### src/rtl/adder_resp_checker_pkg.sv
// Shared definitions for the adder response checker: FSM state encodings and default widths.
package adder_resp_checker_pkg;

    typedef enum logic [1:0] {
        ST_IDLE   = 2'd0,
        ST_CHECK  = 2'd1,
        ST_REPORT = 2'd2
    } chk_state_e;

    localparam int DEF_WIDTH = 4;
    localparam int DEF_CNT_W = 16;

endpackage

### src/rtl/adder_cov_bitmap.sv
// One bit per {A,B,Cin} combination; all_set is a registered AND-reduce of the next bitmap value.
module adder_cov_bitmap
    import adder_resp_checker_pkg::*;
#(
    parameter int WIDTH = DEF_WIDTH
) (
    input  logic              clk,
    input  logic              rst_n,
    input  logic              clr,
    input  logic              set_en,
    input  logic [2*WIDTH:0]  set_idx,
    output logic              all_set
);

    localparam int NVEC = 2 ** (2 * WIDTH + 1);

    logic [NVEC-1:0] bits_q;
    logic [NVEC-1:0] bits_d;

    always_comb begin
        bits_d = bits_q;
        if (clr) begin
            bits_d = '0;
        end else if (set_en) begin
            bits_d[set_idx] = 1'b1;
        end
    end

    // Reducing the next value keeps all_set aligned with the vector counters.
    always_ff @(posedge clk or negedge rst_n) begin
        if (!rst_n) begin
            bits_q  <= '0;
            all_set <= 1'b0;
        end else begin
            bits_q  <= bits_d;
            all_set <= &bits_d;
        end
    end

endmodule

### config.mk
export PLATFORM = sky130hd
export DESIGN_NAME = adder_cov_bitmap
export DESIGN_NICKNAME = d
export VERILOG_FILES = /design/src/rtl/adder_resp_checker_pkg.sv /design/src/rtl/adder_cov_bitmap.sv
export SDC_FILE = /design/constraint.sdc
export NUM_CORES = 1
export LEC_CHECK = 0
export CAP_MARGIN = 10
export CORE_MARGIN = 5
export CORE_UTILIZATION = 33
export CTS_BUF_LIST = sky130_fd_sc_hd__clkbuf_8
export DETAILED_ROUTE_END_ITERATION = 10
export HOLD_SLACK_MARGIN = 0.02
export PLACE_DENSITY = 0.53
export SLEW_MARGIN = 10
export SYNTH_ARGS = -nofsm -noshare
export SYNTH_HDL_FRONTEND = slang
export SYNTH_SLANG_ARGS = --single-unit
### constraint.sdc
create_clock -name clk -period 4.8 [get_ports clk]
set_clock_uncertainty 0.15 [all_clocks]
set_input_delay 0.48 -clock clk [delete_from_list [all_inputs] [get_ports clk]]
set_output_delay 0.48 -clock clk [all_outputs]
set_load 0.02 [all_outputs]
# [Yosys cells after proc, flatten, opt, wreduce, memory -nomap -nowiden]
# Index checks and enable logic that the tools add are counted.
[op_classes] n_mux=4 magnitude_cmp=2 bitwise=1 n_reduce_logical=2
[op_table] cell="two-way mux 512 bit" count=2
[op_table] cell="bitwise OR 512 bit" count=1
[op_table] cell="AND reduction 512 bit" count=1
[op_table] cell="less-than comparator 9 x 10 -> 1 bit (second input constant)" count=1
[op_table] cell="demux 1 bit (select 9 bit)" count=1
[op_table] cell=">= comparator 9 x 1 -> 1 bit (second input constant)" count=1
[op_table] cell="logical AND 1 bit" count=1
[op_table] cell="two-way mux 1 bit" count=1
[totals] register_bits=513

# [Logic depth before layout (Yosys ltp)]
[depth] word_depth=8 ltp_mapped=10 ltp_nobuf=7

# [Worst setup path before layout]
# No wires, ideal clock.
[synth_path] path_type="in2reg" startpoint="input port set_idx[0]" endpoint="register all_set" arrival_ns=2.214 slack_ns=2.340 path_stages=9 n_path_buf=2 t_required_ns=4.554 path_cell_list="and3b_1 -> buf_2 -> clkbuf_1 -> a41oi_1 -> nor4_1 -> nand4_1 -> nor4_1 -> nand3_1 -> nor4_2"
[synth_between] elab_chain_cells=8 elab_cells_between_ends=9 cone_classes="order compare: 2; mux: 4; bitwise: 1; reduce/logical: 2"
[synth_rtl] item="start: declaration" line_no="adder_cov_bitmap.sv:11" source="input logic [2*WIDTH:0] set_idx,"
[synth_rtl] item="less-than comparator 9 x 10 -> 1 bit (not written as such) or >= comparator 9 x 1 -> 1 bit (tied branches)" line_no="adder_cov_bitmap.sv:25" source="bits_d[set_idx] = 1'b1;"
[synth_rtl] item="logical AND 1 bit (not written as such)" line_no="adder_cov_bitmap.sv:25"
[synth_rtl] item="two-way mux 1 bit (not written as such)" line_no="adder_cov_bitmap.sv:25"
[synth_rtl] item="demux 1 bit (select 9 bit) (*)" line_no="adder_cov_bitmap.sv:25"
[synth_rtl] item="bitwise OR 512 bit (no source line) (*)"
[synth_rtl] item="two-way mux 512 bit (*)" line_no="adder_cov_bitmap.sv:24" source="end else if (set_en) begin"
[synth_rtl] item="two-way mux 512 bit (*)" line_no="adder_cov_bitmap.sv:22" source="if (clr) begin"
[synth_rtl] item="AND reduction 512 bit (*)" line_no="adder_cov_bitmap.sv:36" source="all_set <= &bits_d;"
[synth_rtl] item="end signal: assignment" line_no="adder_cov_bitmap.sv:36"
[synth_rtl] item="end: declaration" line_no="adder_cov_bitmap.sv:12" source="output logic all_set"
# Mark *: on every way between the ends. The rest lies on a longest branch, timed or not.

# [Worst setup path in the final report]
[layout_path] startpoint="input port set_idx[6]" endpoint="register all_set"
# Same word-level chain as after synthesis.

==> results.yml <==
power_and_ir_drop:
  switching_share: 0.253
  seqPwrFrac: 0.498
  ir_worst_vdd_mv: 0.159
  p_leak_nw: 10.3
  p_switching_mw: 2.20
  p_clk_frac: 0.434
  power_frac_comb: 0.068
  p_int_mw: 6.50
  powerDensity_mw_per_mm2: 353
die:
  num_rows: 94
  initial_core_util: 0.332
  pin_count: 14
  fp.coreArea_mm2: 0.0655
  fp.dieW_um: 267
  dieArea_mm2: 0.0711
  die_h_um: 267
clock_network:
  root_buffer: "clkbuf_8"
  cts_made_buffers: 88
  path_clk_slew_ps: 60
  cts_setup_buffers: 0
  cts_tree: "yes"
  htreeDepth: 3
  cts_sinks: 513
  clkLatencyLatePin_ps: 660
  ctsLongestPathBuffers: 3
  cts_resized: 0
routing:
  drc: 0
  wire_per_inst_um: 21.9
  detail_route.iter0.violations: 1488
  vias_per_cell: 6.10
  num_vias: 17427
  drt-pass1-iter-count: 5
  wirelength_um: 62500
  antenna_left: 0
sta:
  hold_violations: 0
  fin_crit_ps: 3730
  fmax_ghz: 0.268
  slew_viol_final: 0
  tightest_slew_ps: 1100
  setup_violations: 0
  fin_crit_sh: 0.778
  rsz0062_at_grt: "no"
  slew_headroom: 0.269
  worst_slack_ps: 1070
  tns_ps: 0
global_routing:
  grt-ovfl-total: 0
  antenna_found_initial: 2
  grt_first_pass_wirelength_um: 102000
  grt_pass1_vias: 17784
  grt_max_degree: 188
  grt_usage: 0.175
synthesis:
  yosysMostFrequentCell: "nor2_1"
  syn_area_per_cell_um2: 10.8
  synth_edf_count: 0
  ys.flop_type: "dfrtp_1"
  synth.top_cells.by_area: "dfrtp_1 59%, a41oi_1 21%, nor2_1 8.9%"
  synth-async-reset-ratio: 1.00
  synth_compound_area_frac: 0.207
  syn_nets: 2032
  synth_mux_area_frac: 0
  yosysTopAreaCellShare: 0.591
  netlist.top_cell.by_area: "dfrtp_1"
  synthAdderAreaFrac: 0
  synth_seq_area_share: 0.591
  synth_top_family_by_area: "compound AO/OA/AOI/OAI gates"
  synthXorXnorAreaFrac: 0
  yosys_warnings: 0
  synth-simple-area-share: 0.146
  synth_seq_cells: 513
  syn_area_mm2: 0.0217
  synth_cells: 2019
  synthTopCellsByCount: "518 x nor2_1, 513 x dfrtp_1, 512 x a41oi_1"
  yosysUniqueCellTypes: 23
job:
  maxCapViolations: 0
critical_path:
  path_buf_inv: 3
  slowest_delay_ps: 790
  path_class: "primary input to flip-flop"
  start_kind: "primary input"
  cp_top_family: "simple AND/OR/NAND/NOR gates"
  endpoint_kind: "flip-flop"
  cp_slowest_cell: "and3b_2"
  cp.arrival_ps: 4150
  path_cells: "clkdlybuf4s50_1 > and3b_2 > buf_4 > a41oi_1 > nor4_1 > nand4_1 > nor4_1 > buf_4 > nand3_1 > nor4_2"
  crit_cells: 10
  cp.required_ps: 5210
  reg2regPathDepth: 7
  critPathMaxFanout: 32
place:
  numPortBuffers: 13
  place_congestion: 0.747
  post-place-ws_ps: 357
  place_inst: 2711
  hpwl_um: 32900
worst_hold_path:
  min_delay_path_depth: 2
  hp-class: "primary input to flip-flop"
final_layout:
  nets: 1951
  syn2layout_area_growth_pct: 13.5
  layout-drive-gt1-share: 0.117
  nFillCells: 6428
  finalNonFillerCells: 2856
outcome:
  outcome: "completed"
==> layer usage <==
layer	vias to the layer above	routed length, µm	part of all wire	GRT usage
met5	-	13	0.00021	0
met4	2	1190	0.019	0.0505
met3	91	3350	0.054	0.0290
met2	509	28600	0.46	0.272
met1	9131	29300	0.47	0.256
li1	7694	-	-	-
==> timing repair <==
action / CTS / global route
hold buffers: 1 / 0
endpoints found under the setup margin: 0 / 0
endpoints found under the hold margin: 104 / 0
==> state kept, by name, indices dropped and copies added (netlist names) <==
name and flops:
all_set 1, bits_q 512
==> kinds of logic (layout without fill, tap and decap cells) <==
logic type	after synthesis	count (layout)
AND/OR/NAND/NOR	711	711
buffers and inverters	280	252
AO/OA/AOI/OAI	515	515
other	0	1
flip-flops	513	513
==> through the flow <==
step	area (µm²)	util	hold WS, ps	power (mW)
2_1_floorplan	21700	-	34.4	4.69
3_3_place_gp	23000	0.351	314	4.99
3_5_place_dp	23000	0.351	320	5.00
4_1_cts	24700	0.377	246	8.83
5_1_grt	24700	0.377	267	9.06
6_report	24700	0.377	247	8.71
==> cells in the final DEF, fill, tap and decap left out, types with 3 or more instances in the layout <==
master             n
nor3_1             8
nor2_1           516
nand4_1           39
inv_1             28
clkdlybuf4s50_1   11
nand3_1            5
a41oi_1          512
buf_4             59
nor4_1           120
and3b_2            3
buf_12            36
nor2b_4            4
clkbuf_8         112
dfrtp_1          513
==> path summary, 6_finish.rpt <==
check	start	endpoint	slack, ps
worst min register to register	bits_q[356]	bits_q[356]	330
max in group asynchronous	rst_n	bits_q[135]	3000
min in group asynchronous	rst_n	bits_q[457]	340
worst max-delay path	set_idx[6]	all_set	1070
worst min-delay path	clr	bits_q[479]	250
worst max register to register	bits_q[380]	all_set	2450
==> power groups by stage <==
stage | combinational [mW] | clock (mW) | sequential, mW
after CTS | 0.594 | 3.90 | 4.33
after detailed placement | 0.592 | 0 | 4.41
after global placement | 0.585 | 0 | 4.41
after floorplan | 0.283 | 0 | 4.41
after global routing | 0.639 | 4.10 | 4.33
final | 0.590 | 3.78 | 4.33
==> cell type report <==
type | instances | area [µm²] | area share
flip-flops and latches | 513 | 12800 | 0.520
multi-input cells | 1226 | 7770 | 0.315
clock buffers | 112 | 1540 | 0.0625
repair buffers | 109 | 1310 | 0.0533
well taps | 864 | 1080 | 0.0438
clock inverters | 31 | 125 | 0.00507
diodes | 1 | 2.50 | 0.000101
Power figures use the tool's default switching activity.
==> variant (same settings) <==
Remove the register `all_set`: a continuous assignment takes its place, so the output `all_set` follows one clock earlier. Comments in the files are not updated.
--- a/src/rtl/adder_cov_bitmap.sv
+++ b/src/rtl/adder_cov_bitmap.sv
@@ -31,11 +31,11 @@
         if (!rst_n) begin
             bits_q  <= '0;
-            all_set <= 1'b0;
         end else begin
             bits_q  <= bits_d;
-            all_set <= &bits_d;
         end
     end
 
+    assign all_set = &bits_d;
+
 endmodule
 
Function: no difference found for any inputs over 4 cycles, from zero or initial values and one cycle with rst_n low; that may be too few to reach the edited logic, so the function may still have changed.
==> variant against the unedited design <==
- power grew 2.1%
- sequential power is essentially flat
- sequential cell count shrank 1
- routed wire length grew 1.0%
- area after synthesis shrank 0.97%
- worst setup slack lost 0.90 ns
- sequential share of layout area shrank 2.7 points
- largest power group unchanged
- design area grew 5.3%
- critical endpoint is now all_set
==> variant: results (changes against the unedited design) <==
outcome:
  outcome: "complete, no violations"  # unchanged
setup_path:
  arrival_ns: 4.00  # was 4.15 ns
  r2r_end: "bits_q[128]"  # was all_set
  r2r_cells: 3  # was 7
  crit_start: "set_idx[4]"  # was set_idx[6]
cells_and_area:
  fillers: 6210  # was 6428
  drive_gt1_frac: 0.175  # was 0.117
  largestRegisters: "bits_q: 512 flops"  # was bits_q: 512 flops, all_set: 1 flops
pwr:
  p_int_w: 0.00663  # was 0.00650 W
  leakagePower_nw: 11.1  # was 10.3 nW
  p_comb_frac: 0.073  # was 0.068
  vdd_ir_drop_max_mv: 0.159  # about the same
route:
  top_layer: "met4"  # was met5
  wl_met1_mm: 29.6  # was 29.3 mm
  wirelength_mm: 63.1  # was 62.5 mm
  wl_met2_mm: 29.4  # was 28.6 mm
sta:
  timing.hold.ws_ns: 0.176  # was 0.247 ns
  min_period_ns: 4.63  # was 3.73 ns
grt:
  grt_pass1_vias: 18100  # was 17800
  antenna_found_initial: 1  # was 2
  grt_pass1_wl_mm: 103  # was 102 mm
worst_hold_path:
  whs_endpoint: "bits_q[275]"  # was bits_q[479]
yosys:
  syn_nets: 2041  # was 2032
  ys_types: 36  # was 23
  ys_seq_area_frac: 0.595  # was 0.591
place:
  dp_slack_ns: -0.217  # was 0.357 ns
  dp_hpwl_mm: 37.2  # was 32.9 mm
[variant: changes by cell type after synthesis, sizes merged, moves of 3 or more]
cell	change
nor3	-5
nand3	-3
a31oi	+57
clkbuf	-41
a21oi	+25
nor2	-3
and2	+10
a41oi	-78
nor4	+4
buf	+32
[variant: routing by layer]
layer | vias to the layer above | global-route usage
met5 | - | 0
met4 | 0 | 0.0509
met3 | 85 | 0.0313
met2 | 441 | 0.278
met1 | 9226 | 0.257
li1 | 7947 | -
[variant: cell families after synthesis]
group | after synthesis | synth area share
compound gates | 526 | 0.202
buf+inv | 272 | 0.0518
flops | 512 | 0.595
simple gates | 718 | 0.151
[variant: through the flow]
step                area (um^2)  instances
global placement          24100       2848
finish                    26000       3009
detailed placement        24100       2848
CTS                       25900       3006
floorplan                 21500       2028
global route              26000       3009
[variant: worst max-delay path, cell delays in order]
cell,delay (ns)
clkdlybuf4s50_1,0.54
nor2_4,0.28
buf_4,0.18
buf_12,0.16
a41oi_1,0.15
nor4_1,0.44
nand4_1,0.21
nor4_1,0.37
buf_4,0.20
nand4_1,0.11
buf_4,0.19
nor4_2,0.28
dlygate4sd2_1,0.39
[variant: area by class of cell]
| class | instances | share of cell area |
|---|---|---|
| Antenna cell | 1 | 0.0000964 |
| Clock buffer | 108 | 0.0572 |
| Clock inverter | 49 | 0.0101 |
| Inverter | 1 | 0.000145 |
| Multi-Input combinational cell | 1244 | 0.298 |
| Sequential cell | 512 | 0.493 |
| Tap cell | 855 | 0.0412 |
| Timing Repair Buffer | 239 | 0.0997 |
[variant: what timing repair did]
item,4_1_cts,5_1_grt
gates resized for setup,4,6
buffers inserted,0,2
endpoints found under the setup margin,1,1
pin swaps,1,3
hold endpoints to repair,102,0
hold buffers,1,0
